**src/rtl/gray_read_controller.sv**
```systemverilog
// Debounced read sequencer for the Gray decoder path; GRAY_READ_AUTO_REFRESH_EN adds periodic requests.
// Latency: req in cycle t -> read_out at t+1, dbin_out/strobe_out at t+3+DECODE_LAT.
// Backpressure: one request queued while busy, further requests dropped.
module gray_read_controller #(
  parameter int DEBOUNCE_CYCLES = 100000,
  parameter int DECODE_LAT      = 3,
  parameter int DATA_W          = 4,
  parameter int REFRESH_CYCLES  = 50000000
) (
  input  logic              clk,
  input  logic              rst_n,
  input  logic              btn_read,
  input  logic [DATA_W-1:0] dbin_in,
  output logic              read_out,
  output logic [DATA_W-1:0] dbin_out,
  output logic              valid_out,
  output logic              strobe_out,
  output logic              busy_out
);

  localparam int DBW = $clog2(DEBOUNCE_CYCLES);
  localparam logic [DBW-1:0] DB_LAST = DBW'(DEBOUNCE_CYCLES - 1);
  localparam int WW = $clog2(DECODE_LAT + 1);
  localparam logic [WW-1:0] W_LOAD = WW'(DECODE_LAT);
  localparam logic [WW-1:0] W_ONE  = WW'(1);

  typedef enum logic [1:0] {IDLE, SAMPLE, WAIT, LATCH} state_t;

  state_t          state, state_n;
  logic            sync1, sync2;
  logic            deb_lvl, deb_prev;
  logic [DBW-1:0]  deb_cnt;
  logic [WW-1:0]   wait_cnt, wait_n;
  logic            pending, pend_n;
  logic            req_btn, req;

  always_ff @(posedge clk or negedge rst_n) begin
    if (!rst_n) begin
      sync1 <= 1'b0;
      sync2 <= 1'b0;
    end else begin
      sync1 <= btn_read;
      sync2 <= sync1;
    end
  end

  // Counter only runs while the synchronized level disagrees with the accepted one.
  always_ff @(posedge clk or negedge rst_n) begin
    if (!rst_n) begin
      deb_lvl  <= 1'b0;
      deb_prev <= 1'b0;
      deb_cnt  <= '0;
    end else begin
      deb_prev <= deb_lvl;
      if (sync2 == deb_lvl) begin
        deb_cnt <= '0;
      end else if (deb_cnt == DB_LAST) begin
        deb_lvl <= sync2;
        deb_cnt <= '0;
      end else begin
        deb_cnt <= deb_cnt + 1'b1;
      end
    end
  end

  assign req_btn = deb_lvl & ~deb_prev;

`ifdef GRAY_READ_AUTO_REFRESH_EN
  localparam int RW = (REFRESH_CYCLES > 1) ? $clog2(REFRESH_CYCLES) : 1;
  localparam logic [RW-1:0] R_LAST = RW'(REFRESH_CYCLES - 1);

  logic [RW-1:0] ref_cnt;
  logic          ref_wrap;

  assign ref_wrap = (ref_cnt == R_LAST);

  always_ff @(posedge clk or negedge rst_n) begin
    if (!rst_n) begin
      ref_cnt <= '0;
    end else if (ref_wrap) begin
      ref_cnt <= '0;
    end else begin
      ref_cnt <= ref_cnt + 1'b1;
    end
  end

  assign req = req_btn | ref_wrap;
`else
  assign req = req_btn;

  // Refresh period has no effect without auto-refresh.
  if (REFRESH_CYCLES < 1) begin : g_refresh_unused
  end
`endif

  always_ff @(posedge clk or negedge rst_n) begin
    if (!rst_n) begin
      state      <= IDLE;
      wait_cnt   <= '0;
      pending    <= 1'b0;
      dbin_out   <= '0;
      valid_out  <= 1'b0;
      strobe_out <= 1'b0;
    end else begin
      state      <= state_n;
      wait_cnt   <= wait_n;
      pending    <= pend_n;
      strobe_out <= (state == LATCH);
      if (state == LATCH) begin
        dbin_out  <= dbin_in;
        valid_out <= 1'b1;
      end
    end
  end

  always_comb begin
    state_n = state;
    wait_n  = wait_cnt;
    pend_n  = pending;
    case (state)
      IDLE: begin
        pend_n = 1'b0;
        if (req || pending) state_n = SAMPLE;
      end
      SAMPLE: begin
        wait_n  = W_LOAD;
        state_n = WAIT;
        if (req) pend_n = 1'b1;
      end
      WAIT: begin
        wait_n = wait_cnt - 1'b1;
        if (wait_cnt == W_ONE) state_n = LATCH;
        if (req) pend_n = 1'b1;
      end
      LATCH: begin
        // A queued request wins; a fresh one arriving here is queued for IDLE.
        if (pending) begin
          state_n = SAMPLE;
          pend_n  = 1'b0;
        end else begin
          state_n = IDLE;
          pend_n  = req;
        end
      end
      default: state_n = IDLE;
    endcase
  end

  assign read_out = (state == SAMPLE);
  assign busy_out = (state != IDLE);

endmodule

```
**config.mk**
```make
export PLATFORM = sky130hd
export DESIGN_NAME = gray_read_controller
export DESIGN_NICKNAME = d
export VERILOG_FILES = /design/src/rtl/gray_read_controller.sv
export SDC_FILE = /design/constraint.sdc
export NUM_CORES = 1
export LEC_CHECK = 0
export CAP_MARGIN = 20
export CORE_MARGIN = 5
export CORE_UTILIZATION = 58
export DETAILED_ROUTE_END_ITERATION = 6
export GPL_TIMING_DRIVEN = 0
export PLACE_DENSITY = 0.82
export SLEW_MARGIN = 15
export SYNTH_ARGS = -nofsm -noshare
export SYNTH_HDL_FRONTEND = slang
export SYNTH_SLANG_ARGS = --single-unit
```
**constraint.sdc**
```tcl
create_clock -name clk -period 4.3 [get_ports clk]
set_input_delay 1.29 -clock clk [delete_from_list [all_inputs] [get_ports clk]]
set_output_delay 1.29 -clock clk [all_outputs]
set_load 0.02 [all_outputs]
```
Word level (Yosys, flattened, before mapping) --
Cells that the tools add are included.
Word-level totals: flip-flop bits (word level) 32, logic and storage cells 42, input bits 7
Operators by class: $add $sub $neg 2, equal/unequal tests 9, muxes and demuxes 10, bitwise gates (word level) 3, reductions and logical operators 7
Operators by type and width (number):
- two-way mux 17 bit | 2
- adder 17 x 1 -> 17 bit, second input constant | 1
- equality test 17 bit, second input constant | 1
- one-hot mux 2 bit (4 select lines) | 1
- equality test 2 x 1 -> 1 bit, second input constant | 2
- equality test 2 bit, second input constant | 2
- two-way mux 2 bit | 2
- != test 2 bit, second input constant | 2
- one-hot mux 2 bit (2 select lines) | 1
- AND reduction 2 bit | 2
- nonzero test 2 bit | 2
- two-way mux 1 bit | 3
- one-hot mux 1 bit (3 select lines) | 1
- logical NOT 2 bit | 1
- != test 2 x 1 -> 1 bit, second input constant | 1
- NOT 1 bit | 2
- OR reduction 2 bit | 1
- subtractor 2 x 1 -> 2 bit, second input constant | 1
- bitwise AND 1 bit | 1
- equality test 1 bit | 1
- logical OR 1 bit | 1

Depth between registers and ports, before layout --
Gate-level depths: netlist (run 1).
depth in word-level cells 5, mapped depth 6, depth with buffers taken out 6

Worst setup path after synthesis (run 1) --
Ideal clock, no wire load.
path kind flip-flop to output port, start register state[0], end output port busy_out, arrival 0.829 ns, setup slack 2.181 ns, cell stages (with the launch flop) 4, required time 3.010 ns, cells stage by stage dfrtp_1 inv_1 ha_1 inv_1
Between the ends: cells in the longest elaborated chain, start to end 1
RTL lines:
- start, declared | line 29 | state_t state, state_n;
- start signal, assigned | line 105 | state <= state_n;
- nonzero test 2 bit | line 150 | assign busy_out = (state != IDLE);
- end, declared | line 18 | output logic busy_out
No other way between the ends.

Worst setup path in the final report (run 1) --
Same ends and word-level chain as after synthesis.

==> reports/results.ini, run 1 <==
[cts]
cts_tree = done
hold_buffers = 0
cts_buffer_depth = 2
cts.clk_slew.worst_paths_ps = 90
clk_root_buffer_cell = clkbuf_4
insertion_delay_ps = 330
cts_sinks = 32
cts_setup_buffers = 0
post_cts_resized = 0
cts_buffers = 5
cts_max_level = 2

[logic_synthesis]
yosys.cell_count.top_type = dfrtp_1
ys_seq_elements = 32
ys_seq_area_frac = 0.539
yosysWarnings = 0
ys_top_cells_by_area = dfrtp_1 (54%), ha_1 (5.9%), nor2_1 (4.8%)
yosysTopAreaCellShare = 0.539
synth_flop_cell = dfrtp_1
synthCells = 133
synth_common_cells = dfrtp_1 (32), nor2_1 (19), xnor2_1 (8), xor2_1 (8)
ys_async_sr_fraction = 1.00
syn_avg_cell_area_um2 = 11.2
synthesis.area_mm2 = 0.00149
ys_types = 29
synth_edf_count = 0
yosys.area.top_type = dfrtp_1
syn_nets = 147

[die]
die_y_um = 60.6
die_area_mm2 = 0.00367
pin_count = 15
core_mm2 = 0.00245
start_util = 0.605
die_w_um = 60.6
rows = 18

[worst_setup_path]
reg2regPathDepth = 6
cpMostUsedCell = inv_1
cp_slowest_cell = clkdlybuf4s50_1
critPathRequiredTime_ps = 3010
cp_top_family = buffers and inverters
r2r_start = deb_cnt[0]
setup.worst_path.start = state[0]
cp.depth = 4
crit_arrival_ps = 1790
path_class = reg2out
max_stage_delay_ps = 610
crit_chain = inv_1 > ha_1 > inv_1 > clkdlybuf4s50_1
startpoint_type = flop
cp_max_fo = 6
path_buf_inv = 3
cp-end-kind = primary output

[timing]
setup_ws_ps = 1220
fin_worst_skew_ps = 11.0
setup-violations-final = 0
setup_tns_ps = 0
rsz0062_at_grt = false
hold_violations = 0
maxSlewViolCount = 0
timing.fmax_mhz = 325
slew_headroom = 0.556
period_minus_slack_ps = 3080
finalHoldWorstSlack_ps = 354
tightestPinTransition_ps = 666
min_period_over_period = 0.716

[detailed_routing]
routed_wl_um = 2580
drtIter0Drc = 29
drtAntennaViolNets = 0
viasPerCell = 5.68
remaining_drc_errors = 0
vias = 1050
firstDrtPassIters = 4
routedWlPerCell_um = 14.0

[power_and_ir_drop]
total_power_uw = 501
p_leak_uw = 0.000763
power_density_mw_per_mm2 = 292
vdd_drop_max_v = 0.000276

[placed_design]
dp_hpwl_um = 1890
dp_slack_ps = 1580
routabilityCongestion = 0.831
io_buffers = 14

[layout]
nNetsFinal = 168
synthToLayoutAreaGrowth_pct = 15.6
final.fill_count = 184
drive_gt1_frac = 0.123
antennaDiodeCount = 0

[global_route]
grt_use_met3 = 0.0766
use_met2 = 0.278
grt_pass1_vias = 1068
grt_antenna_before_repair = 0
gr-total-overflow = 0
grt_use_total = 0.178
grt_pass1_wl_um = 4710
top_usage_layer = met2
use_met1 = 0.216
grt_max_degree = 33

[min_path]
holdPathStages = 0
min-delay-start = sync1
min-delay-path-class = reg2reg

[run]
cap_violations = 0

[run_status]
outcome = complete, no violations

## per-stage QoR
| stage | area (um2) | std cells | utilization |
|---|---|---|---|
| 5_1_grt | 1720 | 185 | 0.699 |
| 4_1_cts | 1720 | 185 | 0.699 |
| 3_3_place_gp | 1660 | 177 | 0.677 |
| 2_1_floorplan | 1490 | 133 | - |
| 3_5_place_dp | 1660 | 177 | 0.675 |
| 6_report | 1720 | 185 | 0.699 |
## cells by family after synthesis
family          count (synthesis)  synth area share
simple gates                   54             0.190
fa+ha+maj                       7            0.0590
compound gates                  8            0.0413
mux                             6            0.0455
xor+xnor                       16            0.0944
buf+inv                        10            0.0312
flops                          32             0.539
## path summary, 6_finish.rpt
check / slack [ps] / end
min in group asynchronous: 980 / deb_cnt[4]
max reg2reg: 2590 / deb_cnt[13]
min reg2reg: 350 / sync2
min: 350 / sync2
max in group asynchronous: 2890 / sync2
max: 1220 / busy_out
## layer usage
metal  wire, um  vias up  share of wire
met1       1080      516           0.42
li1           -      506              -
met5          0        -              0
met3        120        6          0.046
met2       1320       22           0.51
met4         65        0          0.025
## state kept, by name, indices dropped and copies added (netlist names)
register,count
dbin_out,4
valid_out,1
wait_cnt,2
state,2
sync2,1
pending,1
strobe_out,1
deb_lvl,1
sync1,1
deb_cnt,17
deb_prev,1
## worst register-to-register path, stage by stage (launching register included)
cell and delay [ps]:
dfrtp_1 420, ha_1 250, and4_1 200, buf_2 160, a41o_2 340, buf_6 160
nor2_1 110
## power by group
group          total (uW)  internal, uW  switching (uW)
clock                 176          80.6            95.1
sequential            307           304            3.03
combinational        18.7          8.12            10.5
## layout make-up
class	instances	area (um2)	area share
plain buffers	3	20.0	0.0117
clock buffers	8	58.8	0.0343
inverters	7	26.3	0.0153
multi-input cells	91	638	0.372
flip-flops and latches	32	801	0.466
well taps	30	37.5	0.0219
repair buffers	14	135	0.0787
## layout by cell type (no fill, tap or decap), drive strengths merged
cell	instances
a21oi	1
a31oi	1
a32oi	1
a41o	1
and3	2
and4	3
buf	3
clkbuf	9
clkdlybuf4s50	13
dfrtp	32
ha	7
inv	7
mux2	6
nand2	7
nand2b	1
nand3	6
nand4	7
nand4bb	1
nor2	19
nor3	3
nor4	4
o21ai	1
o22a	2
o31ai	1
or2	1
xnor2	8
xor2	8
Power figures use the tool's default switching activity.
==> inputs of run 2 (changes only) <==
--- a/config.mk
+++ b/config.mk
@@ -7,10 +7,10 @@
 export LEC_CHECK = 0
 export CAP_MARGIN = 20
 export CORE_MARGIN = 5
-export CORE_UTILIZATION = 58
+export CORE_UTILIZATION = 50
 export DETAILED_ROUTE_END_ITERATION = 6
 export GPL_TIMING_DRIVEN = 0
-export PLACE_DENSITY = 0.82
+export PLACE_DENSITY = 0.75
 export SLEW_MARGIN = 15
 export SYNTH_ARGS = -nofsm -noshare
 export SYNTH_HDL_FRONTEND = slang
==> constraint.sdc (replaced) <==
create_clock -name clk -period 2.6 [get_ports clk]
set_input_delay 0.78 -clock clk [delete_from_list [all_inputs] [get_ports clk]]
set_output_delay 0.78 -clock clk [all_outputs]
set_load 0.02 [all_outputs]
==> reports/results.ini, run 2 (synthesis gave the netlist of run 1 again) <==
[global_route]
gr-total-overflow = 0  ; unchanged
grt_antenna_before_repair = 0  ; unchanged
grt_use_total = 0.143  ; -0.0350
grt_max_degree = 33  ; unchanged
grt_pass1_wl_um = 4490  ; -4.7%
grt_pass1_vias = 1036  ; -3.0%

[timing]
setup_tns_ps = 0  ; unchanged
timing.fmax_mhz = 407
min_period_over_period = 0.945
period_minus_slack_ps = 2460
setup-violations-final = 0  ; unchanged
hold_violations = 0  ; unchanged
finalHoldWorstSlack_ps = 354  ; +0.369 ps
fin_worst_skew_ps = 11.2  ; +0.197 ps
maxSlewViolCount = 0  ; unchanged
rsz0062_at_grt = false
slew_headroom = 0.552  ; -0.00326
tightestPinTransition_ps = 671  ; +4.89 ps

[layout]
final.fill_count = 244  ; +33%
regMostFlops = deb_cnt
reg.largest.list = deb_cnt (17), dbin_out (4)
largest_reg_flops = 17  ; unchanged
drive_gt1_frac = 0.128  ; +0.00562
final_common_cell = dfrtp_1
antennaDiodeCount = 0  ; unchanged
nNetsFinal = 169  ; +0.60%
mostFrequentLayoutCells = dfrtp_1 (32), nor2_1 (19), clkdlybuf4s50_1 (12)
final_area_mm2 = 0.00173  ; +0.66%
synthToLayoutAreaGrowth_pct = 16.3

[die]
die_w_um = 64.5  ; +6.4%
rows = 19  ; +1
die_area_mm2 = 0.00416  ; +13%
start_util = 0.529  ; -0.0756
pin_count = 15  ; unchanged
core_mm2 = 0.00281  ; +14%
die_y_um = 64.5  ; +6.4%

[placed_design]
placed_cell_area_mm2 = 0.00166  ; about the same
io_buffers = 14  ; unchanged
dp_hpwl_um = 1820  ; -3.8%
routabilityCongestion = 0.823  ; -0.96%

[min_path]
min-delay-path-class = reg2reg

[cts]
insertion_delay_ps = 330  ; about the same
cts_buffer_depth = 2  ; unchanged
clk_root_buffer_cell = clkbuf_4
cts.clk_slew.worst_paths_ps = 100  ; about the same
cts_tree = done
cts_sinks = 32  ; unchanged
hold_buffers = 0  ; unchanged
cts_buffers = 5  ; unchanged
cts_max_level = 2  ; unchanged

[detailed_routing]
firstDrtPassIters = 5  ; +1
routed_wl_um = 2530  ; -1.9%
remaining_drc_errors = 0  ; unchanged
vias = 1043  ; -0.67%
wl_met3_um = 141  ; +18%
wl_met2_um = 1220  ; -7.1%
top_layer_used = met4
drtAntennaViolNets = 0  ; unchanged
routedWlPerCell_um = 13.5  ; -2.9%
m1WireLength_um = 1120  ; +4.2%
viasPerCell = 5.58  ; -1.7%
drtIter0Drc = 27  ; -6.9%

[worst_setup_path]
cp_slowest_cell = clkdlybuf4s50_1
max_stage_delay_ps = 600  ; about the same
regToRegSetupSlack_ps = 900  ; -1690 ps
path_buf_inv = 2  ; -1
path_class = reg2out
crit_chain = buf_4 > ha_1 > clkdlybuf4s50_1
crit_arrival_ps = 1680  ; -110 ps
cp_top_family = buffers and inverters
cp-end-kind = primary output
critPathRequiredTime_ps = 1820  ; -1190 ps
cp_max_fo = 6  ; unchanged
startpoint_type = flop

[power_and_ir_drop]
power_density_mw_per_mm2 = 479  ; +64%
total_power_uw = 828  ; +65%
p_leak_uw = 0.000787  ; +3.2%
vdd_drop_max_v = 0.000245  ; -11%

[run]
cap_violations = 0  ; unchanged

[run_status]
outcome = complete, no violations

run 2: changes by cell type in the layout (fill, tap and decap cells not counted):
cell | previous run | this run
buf_4 | 0 | 1
clkdlybuf4s50_1 | 13 | 12
dlymetal6s2s_1 | 0 | 1
run 2: power by group:
group,internal [uW],switching (uW)
sequential,503,4.82
clock,133,157
combinational,13.3,17.5
run 2: area by class of cell:
class | count | area (um2) | share of cell area
tap | 31 | 38.8 | 0.0224
timing repair buffer | 15 | 145 | 0.0840
buffer | 3 | 20.0 | 0.0116
inverter | 7 | 26.3 | 0.0152
clock buffer | 8 | 58.8 | 0.0340
sequential | 32 | 801 | 0.463
multi-input combinational | 91 | 638 | 0.369
run 2: path summary, 6_finish.rpt:
path / cells past startpoint / to / startpoint
worst max-delay path: 3 / read_out / state[0]
worst min-delay path: 0 / sync2 / sync1
worst max register to register: 6 / deb_cnt[14] / deb_cnt[0]
worst min register to register: 0 / sync2 / sync1
max in group asynchronous: 1 / deb_cnt[16] / rst_n
min in group asynchronous: 1 / state[0] / rst_n
run 2: metal layers:
metal  track usage  vias up
li1              -      507
met2         0.223       28
met5             0        -
met4        0.0792        0
met1         0.168      502
met3        0.0604        6
run 2: what timing repair did:
item	4_1_cts	5_1_grt
buffers inserted	0	1
resized for setup	0	1
setup endpoints to repair	0	1
run 2: worst register-to-register path, delay by kind of cell (launching register included):
family / cells / cell delay [ps]
buffers and inverters: 2 / 330
flip-flops: 1 / 420
AND/OR/NAND/NOR: 2 / 300
AO/OA/AOI/OAI: 1 / 340
adder cells (fa/ha/maj): 1 / 250
run 2: metrics by stage:
step | util | std cells | setup slack [ps]
after global placement | 0.593 | 178 | 197
after floorplan | - | 133 | 991
after CTS | 0.612 | 186 | 52.7
after detailed placement | 0.591 | 178 | 439
final | 0.616 | 187 | 143
after global routing | 0.616 | 187 | 52.9
==> inputs of run 3 (changes only) <==
--- a/config.mk
+++ b/config.mk
@@ -10,6 +10,7 @@
 export CORE_UTILIZATION = 50
 export DETAILED_ROUTE_END_ITERATION = 6
 export GPL_TIMING_DRIVEN = 0
+export HOLD_SLACK_MARGIN = 0.06
 export PLACE_DENSITY = 0.75
 export SLEW_MARGIN = 15
 export SYNTH_ARGS = -nofsm -noshare
==> constraint.sdc (replaced) <==
create_clock -name clk -period 2.1 [get_ports clk]
set_input_delay 0.63 -clock clk [delete_from_list [all_inputs] [get_ports clk]]
set_output_delay 0.63 -clock clk [all_outputs]
set_load 0.02 [all_outputs]
==> reports/results.ini, run 3 (synthesis gave the netlist of run 1 again) <==
[power_and_ir_drop]
swShare = 0.216  ; -0.000394
seqPwrFrac = 0.613  ; about the same
p_leak_uw = 0.000771  ; -2.1%
p_int_uw = 804  ; +24%
p_comb_frac = 0.037  ; about the same
p_clk_frac = 0.350  ; about the same
power_density_mw_per_mm2 = 596  ; +24%
vdd_drop_max_v = 0.000304  ; +24%
p_sw_uw = 221  ; +24%

[detailed_routing]
viasPerCell = 5.59  ; +0.19%
drtAntennaViolNets = 0  ; unchanged
routedWlPerCell_um = 13.5  ; -0.20%
drtIter0Drc = 22  ; -19%
remaining_drc_errors = 0  ; unchanged
routed_wl_um = 2530  ; -0.20%
vias = 1045  ; +0.19%
firstDrtPassIters = 5  ; unchanged

[timing]
period_minus_slack_ps = 2000
rsz0062_at_grt = false
setup_ws_ps = 97.5  ; -45.1 ps
min_period_over_period = 0.954
timing.fmax_mhz = 499
setup-violations-final = 0  ; unchanged
setup_tns_ps = 0  ; unchanged
hold_violations = 0  ; unchanged
fin_worst_skew_ps = 11.6  ; +0.404 ps
maxSlewViolCount = 0  ; unchanged
slew_headroom = 0.551  ; -0.00152
tightestPinTransition_ps = 674  ; +2.27 ps

[placed_design]
routabilityCongestion = 0.823  ; unchanged
io_buffers = 14  ; unchanged
dp_slack_ps = 88.9  ; -350 ps
dp_hpwl_um = 1820  ; unchanged

[global_route]
grt_antenna_before_repair = 0  ; unchanged
gr-total-overflow = 0  ; unchanged
grt_pass1_wl_um = 4530  ; +0.94%
grt_max_degree = 33  ; unchanged
grt_pass1_vias = 1056  ; +1.9%
grt_use_total = 0.145  ; +0.00111

[worst_setup_path]
cp-end-kind = primary output
path_class = reg2out
cp_max_fo = 5  ; -1
critPathRequiredTime_ps = 1470  ; -350 ps
startpoint_type = flop
crit_arrival_ps = 1370  ; -310 ps

[cts]
insertion_delay_ps = 330  ; about the same
cts_buffer_depth = 2  ; unchanged
hold_buffers = 0  ; unchanged
cts_buffers = 5  ; unchanged
cts_max_level = 2  ; unchanged
clk_root_buffer_cell = clkbuf_4
cts_sinks = 32  ; unchanged
cts.clk_slew.worst_paths_ps = 100  ; about the same
cts_tree = done

[die]
start_util = 0.529  ; unchanged
die_area_mm2 = 0.00416  ; unchanged
die_w_um = 64.5  ; unchanged
pin_count = 15  ; unchanged
core_mm2 = 0.00281  ; unchanged
die_y_um = 64.5  ; unchanged
rows = 19  ; unchanged

[layout]
largest_reg_flops = 17  ; unchanged
final_common_cell = dfrtp_1
reg.largest.list = deb_cnt (17), dbin_out (4)
final_util = 0.613  ; -0.00268
mostFrequentLayoutCells = dfrtp_1 (32), nor2_1 (19), clkdlybuf4s50_1 (11)
synthToLayoutAreaGrowth_pct = 15.8
drive_gt1_frac = 0.135  ; +0.00641
nNetsFinal = 169  ; unchanged
regMostFlops = deb_cnt
antennaDiodeCount = 0  ; unchanged

[min_path]
min-delay-path-class = in2async

[run]
cap_violations = 0  ; unchanged

[run_status]
outcome = complete, no violations

[run 3: cell types whose count changed in the layout (fill, tap and decap cells not counted)]
cell	before	now
clkdlybuf4s50_1	12	11
clkdlybuf4s15_1	0	1
dlymetal6s2s_1	1	0
clkbuf_2	0	1
[run 3: repair_timing]
action / 4_1_cts / 5_1_grt
pin swaps: 0 / 0
resized for setup: 2 / 3
setup endpoints to repair: 2 / 2
buffers inserted: 1 / 0
[run 3: power by group through the flow]
stage | Combinational (uW) | Sequential [uW] | Clock (uW)
final | 38.1 | 628 | 359
after global routing | 43.7 | 630 | 410
after CTS | 39.8 | 628 | 373
after detailed placement | 39.7 | 641 | 0
after global placement | 39.5 | 640 | 0
after floorplan | 14.6 | 639 | 0
[run 3: critical path, cell delays in order (launching register included)]
cell and delay, ps:
dfrtp_1 400, buf_4 160, ha_1 200, clkdlybuf4s15_1 280
[run 3: stage by stage]
step / instances / power (uW) / hold WS, ps / instance area, um2
floorplan: 133 / 654 / 331 / 1490
global placement: 178 / 680 / 334 / 1660
detailed placement: 178 / 680 / 335 / 1660
CTS: 187 / 1040 / 337 / 1720
global route: 187 / 1080 / 355 / 1720
finish: 187 / 1030 / 316 / 1720
[run 3: area by class of cell]
cell class              count  area [um2]
fillers                   244        1080
well taps                  31        38.8
multi-input cells          91         638
plain buffers               3        20.0
flip-flops and latches     32         801
repair buffers             15         138
clock buffers               8        58.8
inverters                   7        26.3
[run 3: final timing paths]
kind	from	to	slack [ps]	cells past startpoint
max in group asynchronous	rst_n	deb_cnt[16]	1330	1
min reg2reg	sync1	sync2	350	0
min	rst_n	state[0]	320	1
max	state[0]	read_out	100	3
min in group clk	sync1	sync2	350	0
max reg2reg	deb_cnt[0]	deb_cnt[14]	400	6
[run 3: layer usage]
metal | vias to the layer above | track usage | share of wire
met5 | - | 0 | 0
met1 | 503 | 0.168 | 0.44
met3 | 6 | 0.0604 | 0.055
met2 | 30 | 0.226 | 0.49
met4 | 0 | 0.0818 | 0.017
li1 | 506 | - | -
